File: src/rtl/machine_trap_unit_if.sv
// rtl/machine_trap_unit_if.sv - execute/fetch side bundle of the machine trap unit
interface machine_trap_unit_if;
   logic        csr_req;
   logic [1:0]  csr_op;
   logic [11:0] csr_addr;
   logic [31:0] csr_wdata;
   logic [31:0] csr_rdata;
   logic        csr_illegal;
   logic        exc_valid;
   logic [3:0]  exc_code;
   logic [31:0] exc_pc;
   logic [31:0] exc_tval;
   logic        irq_meip;
   logic        irq_mtip;
   logic        irq_msip;
   logic        boundary;
   logic [31:0] next_pc;
   logic        mret;
   logic        trap_redirect;
   logic [31:0] trap_target;

   modport master (
      output csr_req, csr_op, csr_addr, csr_wdata,
      output exc_valid, exc_code, exc_pc, exc_tval,
      output irq_meip, irq_mtip, irq_msip, boundary, next_pc, mret,
      input  csr_rdata, csr_illegal, trap_redirect, trap_target
   );

   modport slave (
      input  csr_req, csr_op, csr_addr, csr_wdata,
      input  exc_valid, exc_code, exc_pc, exc_tval,
      input  irq_meip, irq_mtip, irq_msip, boundary, next_pc, mret,
      output csr_rdata, csr_illegal, trap_redirect, trap_target
   );
endinterface

File: src/rtl/machine_trap_unit.sv
// rtl/machine_trap_unit.sv - M-mode CSRs, trap/interrupt arbitration, mret and fetch redirect
module machine_trap_unit #(
   parameter int          XLEN        = 32,
   parameter logic [31:0] HART_ID     = 32'd0,
   parameter logic [31:0] MTVEC_RESET = 32'h0000_0000
) (
   input logic               clk,
   input logic               rst,
   machine_trap_unit_if.slave bus
);
   localparam logic [0:0]      ST_RUN      = 1'b0;
   localparam logic [0:0]      ST_REDIRECT = 1'b1;
   localparam logic [XLEN-1:0] MISA_VAL    = 32'h4000_1100;
   localparam logic [XLEN-1:0] MIE_MASK    = 32'h0000_0888;

   logic [0:0]      state_q, state_d;
   logic            st_mie_q, st_mie_d, st_mpie_q, st_mpie_d;
   logic [XLEN-1:0] mie_q, mie_d, mtvec_q, mtvec_d, mscratch_q, mscratch_d;
   logic [XLEN-1:0] mepc_q, mepc_d, mcause_q, mcause_d, mtval_q, mtval_d;
   logic            trap_redirect_q, trap_redirect_d;
   logic [XLEN-1:0] trap_target_q, trap_target_d;

   logic [XLEN-1:0] mstatus_rd, mip_rd, pending, rdata, wval, tvec_base, target;
   logic            impl, is_write, illegal, irq_any, in_run;
   logic            exc_take, irq_take, mret_take, trap_take, csr_we;
   logic [3:0]      irq_code, trap_code;

   assign mstatus_rd = {{(XLEN-13){1'b0}}, 2'b11, 3'b000, st_mpie_q, 3'b000, st_mie_q, 3'b000};
   assign mip_rd     = {{(XLEN-12){1'b0}}, bus.irq_meip, 3'b000, bus.irq_mtip, 3'b000,
                        bus.irq_msip, 3'b000};

   always_comb begin
      rdata = '0;
      impl  = 1'b1;
      case (bus.csr_addr)
         12'h300: rdata = mstatus_rd;
         12'h310: rdata = '0;
         12'h301: rdata = MISA_VAL;
         12'h304: rdata = mie_q;
         12'h344: rdata = mip_rd;
         12'h305: rdata = mtvec_q;
         12'h340: rdata = mscratch_q;
         12'h341: rdata = mepc_q;
         12'h342: rdata = mcause_q;
         12'h343: rdata = mtval_q;
         12'hF11, 12'hF12, 12'hF13: rdata = '0;
         12'hF14: rdata = HART_ID;
         default: impl = 1'b0;
      endcase
   end

   // Set/clear with a zero operand is a pure read, so it is legal even in read-only space
   assign is_write = bus.csr_req && ((bus.csr_op == 2'b01) || (bus.csr_op[1] && (|bus.csr_wdata)));
   assign illegal  = bus.csr_req && (!impl || (is_write && (bus.csr_addr[11:10] == 2'b11)));

   always_comb begin
      case (bus.csr_op)
         2'b01:   wval = bus.csr_wdata;
         2'b10:   wval = rdata | bus.csr_wdata;
         2'b11:   wval = rdata & ~bus.csr_wdata;
         default: wval = rdata;
      endcase
   end

   assign pending = mip_rd & mie_q;
   assign irq_any = pending[11] | pending[3] | pending[7];
   assign irq_code = pending[11] ? 4'd11 : (pending[3] ? 4'd3 : 4'd7);

   assign in_run    = (state_q == ST_RUN);
   assign exc_take  = in_run && bus.exc_valid;
   assign irq_take  = in_run && !bus.exc_valid && bus.boundary && st_mie_q && irq_any;
   assign mret_take = in_run && !bus.exc_valid && !irq_take && bus.mret;
   assign trap_take = exc_take || irq_take;
   assign csr_we    = in_run && is_write && !illegal && !trap_take && !mret_take;
   assign trap_code = exc_take ? bus.exc_code : irq_code;

   assign tvec_base = {mtvec_q[XLEN-1:2], 2'b00};
   assign target    = (mtvec_q[0] && irq_take) ? tvec_base + {{(XLEN-6){1'b0}}, trap_code, 2'b00}
                                               : tvec_base;

   always_comb begin
      state_d         = state_q;
      st_mie_d        = st_mie_q;
      st_mpie_d       = st_mpie_q;
      mie_d           = mie_q;
      mtvec_d         = mtvec_q;
      mscratch_d      = mscratch_q;
      mepc_d          = mepc_q;
      mcause_d        = mcause_q;
      mtval_d         = mtval_q;
      trap_redirect_d = 1'b0;
      trap_target_d   = trap_target_q;
      if (state_q == ST_REDIRECT) begin
         state_d = ST_RUN;
      end else if (trap_take) begin
         mepc_d          = exc_take ? {bus.exc_pc[XLEN-1:2], 2'b00} : {bus.next_pc[XLEN-1:2], 2'b00};
         mcause_d        = {irq_take, {(XLEN-5){1'b0}}, trap_code};
         mtval_d         = exc_take ? bus.exc_tval : '0;
         st_mpie_d       = st_mie_q;
         st_mie_d        = 1'b0;
         trap_redirect_d = 1'b1;
         trap_target_d   = target;
         state_d         = ST_REDIRECT;
      end else if (mret_take) begin
         st_mie_d        = st_mpie_q;
         st_mpie_d       = 1'b1;
         trap_redirect_d = 1'b1;
         trap_target_d   = mepc_q;
         state_d         = ST_REDIRECT;
      end else if (csr_we) begin
         case (bus.csr_addr)
            12'h300: begin
               st_mie_d  = wval[3];
               st_mpie_d = wval[7];
            end
            12'h304: mie_d      = wval & MIE_MASK;
            12'h305: mtvec_d    = {wval[XLEN-1:2], 1'b0, wval[0]};
            12'h340: mscratch_d = wval;
            12'h341: mepc_d     = {wval[XLEN-1:2], 2'b00};
            12'h342: mcause_d   = wval;
            12'h343: mtval_d    = wval;
            default: ;
         endcase
      end
   end

   always_ff @(posedge clk) begin
      if (rst) begin
         state_q         <= ST_RUN;
         st_mie_q        <= 1'b0;
         st_mpie_q       <= 1'b0;
         mie_q           <= '0;
         mtvec_q         <= {MTVEC_RESET[XLEN-1:2], 1'b0, MTVEC_RESET[0]};
         mscratch_q      <= '0;
         mepc_q          <= '0;
         mcause_q        <= '0;
         mtval_q         <= '0;
         trap_redirect_q <= 1'b0;
         trap_target_q   <= '0;
      end else begin
         state_q         <= state_d;
         st_mie_q        <= st_mie_d;
         st_mpie_q       <= st_mpie_d;
         mie_q           <= mie_d;
         mtvec_q         <= mtvec_d;
         mscratch_q      <= mscratch_d;
         mepc_q          <= mepc_d;
         mcause_q        <= mcause_d;
         mtval_q         <= mtval_d;
         trap_redirect_q <= trap_redirect_d;
         trap_target_q   <= trap_target_d;
      end
   end

   assign bus.csr_rdata     = rdata;
   assign bus.csr_illegal   = illegal;
   assign bus.trap_redirect = trap_redirect_q;
   assign bus.trap_target   = trap_target_q;
endmodule

File: src/flat_wrapper.sv
// flat-port wrapper written by rule: the top's interface ports become plain ports
module machine_trap_unit_flat 
#(
   parameter int          XLEN        = 32,
   parameter logic [31:0] HART_ID     = 32'd0,
   parameter logic [31:0] MTVEC_RESET = 32'h0000_0000
)
  (clk, rst, bus_csr_req, bus_csr_op, bus_csr_addr, bus_csr_wdata, bus_exc_valid, bus_exc_code, bus_exc_pc, bus_exc_tval, bus_irq_meip, bus_irq_mtip, bus_irq_msip, bus_boundary, bus_next_pc, bus_mret, bus_csr_rdata, bus_csr_illegal, bus_trap_redirect, bus_trap_target);
  machine_trap_unit_if bus_i ();
  input logic clk;
  input logic rst;
  input wire logic [$bits(bus_i.csr_req)-1:0] bus_csr_req;
  input wire logic [$bits(bus_i.csr_op)-1:0] bus_csr_op;
  input wire logic [$bits(bus_i.csr_addr)-1:0] bus_csr_addr;
  input wire logic [$bits(bus_i.csr_wdata)-1:0] bus_csr_wdata;
  input wire logic [$bits(bus_i.exc_valid)-1:0] bus_exc_valid;
  input wire logic [$bits(bus_i.exc_code)-1:0] bus_exc_code;
  input wire logic [$bits(bus_i.exc_pc)-1:0] bus_exc_pc;
  input wire logic [$bits(bus_i.exc_tval)-1:0] bus_exc_tval;
  input wire logic [$bits(bus_i.irq_meip)-1:0] bus_irq_meip;
  input wire logic [$bits(bus_i.irq_mtip)-1:0] bus_irq_mtip;
  input wire logic [$bits(bus_i.irq_msip)-1:0] bus_irq_msip;
  input wire logic [$bits(bus_i.boundary)-1:0] bus_boundary;
  input wire logic [$bits(bus_i.next_pc)-1:0] bus_next_pc;
  input wire logic [$bits(bus_i.mret)-1:0] bus_mret;
  output wire logic [$bits(bus_i.csr_rdata)-1:0] bus_csr_rdata;
  output wire logic [$bits(bus_i.csr_illegal)-1:0] bus_csr_illegal;
  output wire logic [$bits(bus_i.trap_redirect)-1:0] bus_trap_redirect;
  output wire logic [$bits(bus_i.trap_target)-1:0] bus_trap_target;
  assign bus_i.csr_req = bus_csr_req;
  assign bus_i.csr_op = bus_csr_op;
  assign bus_i.csr_addr = bus_csr_addr;
  assign bus_i.csr_wdata = bus_csr_wdata;
  assign bus_i.exc_valid = bus_exc_valid;
  assign bus_i.exc_code = bus_exc_code;
  assign bus_i.exc_pc = bus_exc_pc;
  assign bus_i.exc_tval = bus_exc_tval;
  assign bus_i.irq_meip = bus_irq_meip;
  assign bus_i.irq_mtip = bus_irq_mtip;
  assign bus_i.irq_msip = bus_irq_msip;
  assign bus_i.boundary = bus_boundary;
  assign bus_i.next_pc = bus_next_pc;
  assign bus_i.mret = bus_mret;
  assign bus_csr_rdata = bus_i.csr_rdata;
  assign bus_csr_illegal = bus_i.csr_illegal;
  assign bus_trap_redirect = bus_i.trap_redirect;
  assign bus_trap_target = bus_i.trap_target;
  machine_trap_unit #(.XLEN(XLEN), .HART_ID(HART_ID), .MTVEC_RESET(MTVEC_RESET)) u_core (.clk(clk), .rst(rst), .bus(bus_i));
endmodule
File: config.mk
export PLATFORM = sky130hd
export DESIGN_NAME = machine_trap_unit_flat
export DESIGN_NICKNAME = d
export VERILOG_FILES = /design/src/rtl/machine_trap_unit_if.sv /design/src/rtl/machine_trap_unit.sv /design/src/flat_wrapper.sv
export SDC_FILE = /design/constraint.sdc
export NUM_CORES = 1
export LEC_CHECK = 0
export ABC_AREA = 1
export BUFFER_PORTS_ARGS = -buffer_cell sky130_fd_sc_hd__buf_4
export CELL_PAD_IN_SITES_DETAIL_PLACEMENT = 1
export CELL_PAD_IN_SITES_GLOBAL_PLACEMENT = 2
export CORE_ASPECT_RATIO = 0.9
export CORE_MARGIN = 5
export CORE_UTILIZATION = 29
export CTS_CLUSTER_SIZE = 24
export DETAILED_ROUTE_END_ITERATION = 12
export GPL_ROUTABILITY_DRIVEN = 0
export PLACE_DENSITY_LB_ADDON = 0.08
export SYNTH_ARGS = -nofsm -noshare
export SYNTH_HDL_FRONTEND = slang
export SYNTH_SLANG_ARGS = --single-unit
File: constraint.sdc
create_clock -name clk -period 4.3 [get_ports clk]
set_clock_uncertainty 0.15 [all_clocks]
set_input_delay 0.645 -clock clk [delete_from_list [all_inputs] [get_ports clk]]
set_output_delay 0.645 -clock clk [all_outputs]
set_load 0.005 [all_outputs]
Yosys cells after proc, flatten, opt, wreduce, memory -nomap -nowiden
Cells that the tools add are included.
W data, S select, Z words.
{ "op_classes": {"n_mux": 33, "eq_ne": 19, "bitwise_logic": 9, "reduce_logical": 43, "addsub": 1} }
{ "op_table": {"columns": ["operator", "count"], "rows": [
  ["$mux W32", 17],
  ["$pmux W32 S9", 1],
  ["$eq A12 B10 Y1 const B", 10],
  ["$pmux W32 S3", 1],
  ["$eq A12 B12 Y1 const B", 4],
  ["$add A32 B6 Y32", 1],
  ["$and A32 B32 Y32", 1],
  ["$not A32 Y32", 1],
  ["$or A32 B32 Y32", 1],
  ["$reduce_or A32 Y1", 1],
  ["$logic_and A1 B1 Y1", 16],
  ["$reduce_and A5 Y1", 3],
  ["$reduce_or A14 Y1", 1],
  ["$and A12 B12 Y12", 1],
  ["$reduce_and A4 Y1", 3],
  ["$mux W1", 11],
  ["$reduce_bool A2 Y1", 5],
  ["$mux W4", 2],
  ["$eq A2 B2 Y1 const B", 3],
  ["$logic_not A1 Y1", 6],
  ["$reduce_bool A3 Y1", 2],
  ["$logic_or A1 B1 Y1", 3],
  ["$mux W3", 1],
  ["$not A1 Y1", 3],
  ["other kinds (6)", 7]
]} }
{ "totals": {"input_bits": 155, "output_inout_bits": 66, "register_bits": 197} }

Depth between registers and ports, before layout
{ "logic_depth": {"ltp_word": 14, "mapped_depth": 18} }

Least setup slack after synthesis
OpenSTA, ideal clock, no wires.
{ "synth_path": {"path_kind": "in2reg", "from": "input port bus_exc_valid", "to": "register u_core.trap_target_q[30], in the netlist u_core.bus.trap_target[30]", "t_required_ps": 4038, "arrival_ps": 3126, "setup_time_ps": 112, "path_buffers": 1, "cell_stages": 17, "setup_slack_ps": 911, "path_cell_list": "inv_1 > nor2_1 > buf_2 > clkinv_1 > or2_2 > ha_1 > fa_1 > nand3_1 > nand3_1 > nand2_1 > nor3_1 > nand4_1 > nor3_1 > nor2_1 > o21ai_0 > nand2_1 > nand2_1"} }
{ "synth_between": {"elab_chain_cells": 10} }
{ "synth_rtl": {"columns": ["item", "line_no", "rtl"], "rows": [
  ["from (decl)", "flat_wrapper.sv:16", "input wire logic [$bits(bus_i.exc_valid)-1:0] bus_exc_valid;"],
  ["parallel branches: the longest is 10 deep, another holds $add A32 B6 Y32", null, null],
  ["to (signal assigned)", "machine_trap_unit.sv:151", "trap_target_q <= trap_target_d;"],
  ["to (decl)", "machine_trap_unit.sv:21", "logic [XLEN-1:0] trap_target_q, trap_target_d;"]
]} }
Several ways; the timed one is not identified.
A chain may end at the register's enable or synchronous reset.

==> flow_metrics.tcl <==
set metrics [dict create \
    yosys-top-cells-area "dfxtp_1, nand2_1, nor2_1" \
    fin_hold_ws_ns 0.255 \
    postSynthCellCount 2098 \
    hold_path.class "input pin to register" \
    startpoint_type "register" \
    mostFrequentLayoutCells "nand2_1, nor2_1, buf_4, nand3_1, dfxtp_1" \
    critPathMostFrequentCell "o21ai_0" \
    finalHoldViolations 0 \
    die_width_um 228 \
    drive_gt1_share_pct 14.7 \
    yosysTopAreaCell "dfxtp_1" \
    cts_buffer_depth 2 \
    start_util_pct 29.5 \
    postCtsHoldBufs 0 \
    fin_area_um2 15000 \
    core_area_um2 42000 \
    worstSetupEndpointType "register" \
    switchingPower_mw 1.41 \
    r2r_cells 13 \
    num_io_pins 221 \
    dr.pass1.iters 5 \
    via_count 14500 \
    remaining_drc_errors 0 \
    setup_violations 0 \
    hp-start "rst" \
    critPathBufInv 2 \
    postCtsSetupBuffers 0 \
    cts_root_buf "clkbuf_16" \
    reg2reg_setup_slack_ns 0.78 \
    pwr-share-comb_pct 19.4 \
    whs_path_depth 2 \
    synth.ff_latch_count 193 \
    grt_pass1_wl_um 90100 \
    final_util_pct 35.7 \
    antenna_found_initial 2 \
    rows 71 \
    ys_seq_area_share_pct 31.2 \
    peakVddDrop_mv 0.173 \
    vias_per_cell 5.20 \
    final_critical_path_setup_slack_ns 0.778 \
    cts_buffers 17 \
    antenna_left 0 \
    finalCritPeriodShare_pct 81.9 \
    yosysWarningCount 0 \
    place_area_um2 14400 \
    crit_chain "nor2_4, buf_4, o21ai_0, ha_1, nand3_1, nand3_1, nand2_1, nor3_1, nand4_1, o21ai_0, inv_1, o21ai_0, a21oi_1" \
    fin_total_pwr_mw 4.48 \
    yosysUniqueCellTypes 40 \
    hold-path-endpoint "u_core.mie_q[11]" \
    dpl.hpwl_um 43400 \
    drv_cap 0 \
    grt_usage_pct 24.7 \
    max_stage_delay_ns 0.51 \
    finalCriticalPeriod_ns 3.52 \
    worst_pin_slew_ns 0.948 \
    clkTransAtPathRegs_ns 0.08 \
    synth_top_area_share_pct 31.2 \
    fmax_mhz 284 \
    worst_slew_margin_rel_pct 36.6 \
    p_int_mw 3.07 \
    chipHeight_um 206 \
    numPortBuffers 214 \
    cp_data_required_time_ns 4.50 \
    globalRouteOverflowTotal 0 \
    r2r-start "u_core.bus.trap_redirect" \
    fillers 5520 \
    cp-startpoint "u_core.bus.trap_redirect" \
    finalSetupTns_ns 0 \
    clock_latency_ns 0.47 \
    drt_iter0_drc 786 \
    area_delta_synth_final_pct 21.2 \
    cts_resized 0 \
    drv_slew 0 \
    path_max_fanout 21 \
    layout_commonest_cell "nand2_1" \
    criticalPathCategory "register to register" \
    reg2reg_to "u_core.bus.trap_target[22]" \
    grt_max_degree 124 \
    antenna_cells 0 \
    status "finished clean" \
    layout.cells.non_filler 2792 \
    synth_area_per_cell_um2 5.90 \
    die_area_um2 46900 \
    rsz0062_at_grt "no" \
    arrival_ns 3.72 \
    layout.nets 2392 \
    wirelength_um 59600 \
    crit_family "simple AND/OR/NAND/NOR gates" \
    grt_pass1_vias 15000 \
    switching_share_pct 31.5 \
    dp_cells 2760 \
    p_leak_nw 7.07 \
    slowest_stage "dfxtp_1" \
    p_per_area_nw_per_um2 299 \
    cts_sinks 193 \
    place_ws_ns 0.493 \
    wl_per_cell_um 21.3 \
    tritoncts "built" \
    clkPwrFrac_pct 37.2 \
    power_frac_seq_pct 43.4 \
    mappedNetlistArea_um2 12400 \
    h-tree-depth 4 \
]
==> cell families (layout without fill, tap and decap cells) <==
| group | Yosys count | in the layout | synth area share, % |
|---|---|---|---|
| compound gates | 384 | 384 | 16.4 |
| xor+xnor | 15 | 15 | 1.06 |
| fa+ha+maj | 5 | 5 | 0.566 |
| buf+inv | 249 | 395 | 8.78 |
| flops | 193 | 193 | 31.2 |
| other cells | 1 | 2 | 0.0303 |
| simple gates | 1251 | 1251 | 42.0 |
==> cells in the mapped netlist (all sizes together) <==
master   number
nor4          1
fa            1
inv         104
nand3b        3
clkinv        1
xnor2         1
ha            4
or2          17
a21boi       32
xor2         14
nor2        339
nand2       614
or3           1
o211ai        6
conb          1
a21oi       191
o221ai        1
o21ai       150
a31oi         1
nor3         19
dfxtp       193
o2111ai       1
nand3       243
clkbuf       90
nand4        14
buf          54
o22ai         1
a22o          1
==> state kept, by name, indices dropped and copies added, names as in the netlist <==
| name | flops |
|---|---|
| u_core.mepc_q | 30 |
| u_core.bus.trap_target | 30 |
| u_core.mie_q | 3 |
| u_core.mcause_q | 32 |
| u_core.st_mie_q | 1 |
| u_core.mtval_q | 32 |
| u_core.st_mpie_q | 1 |
| u_core.bus.trap_redirect | 1 |
| u_core.mtvec_q | 31 |
| u_core.mscratch_q | 32 |
==> how the worst max path moves through the flow <==
stage	endpoint	slack (ns)	cells past startpoint
floorplan	u_core.bus.trap_target[30]	0.91	17
global placement	u_core.bus.trap_target[22]	0.56	16
detailed placement	u_core.bus.trap_target[22]	0.49	15
CTS	u_core.bus.trap_target[22]	0.84	13
global route	u_core.bus.trap_target[30]	0.45	14
finish	u_core.bus.trap_target[22]	0.78	13
==> metal layers <==
metal / share of wire, % / track usage [%] / vias to the layer above
met4: 3.4 / 8.58 / 0
met3: 3.2 / 3.26 / 76
li1: - / - / 7062
met2: 49 / 44.1 / 304
met5: 0 / 0 / -
met1: 45 / 31.0 / 7089
==> power groups by stage <==
stage | Clock (mW) | Combinational [mW] | Sequential (mW)
global route | 1.77 | 0.968 | 1.95
finish | 1.67 | 0.868 | 1.94
floorplan | 0 | 0.511 | 1.96
detailed placement | 0 | 0.880 | 1.98
CTS | 1.71 | 0.881 | 1.94
global placement | 0 | 0.861 | 1.98
==> final cells by class <==
type                       count  area (um^2)  share of cell area [%]
clock buffer                  20          447                    2.98
clock inverter                12          134                   0.892
tap                          547          684                    4.56
inverter                     105          397                    2.64
sequential                   193         3860                    25.8
multi-input combinational   1657         7450                    49.7
timing repair buffer         258         2020                    13.5
Note: power is estimated with default switching activity, not from simulation.
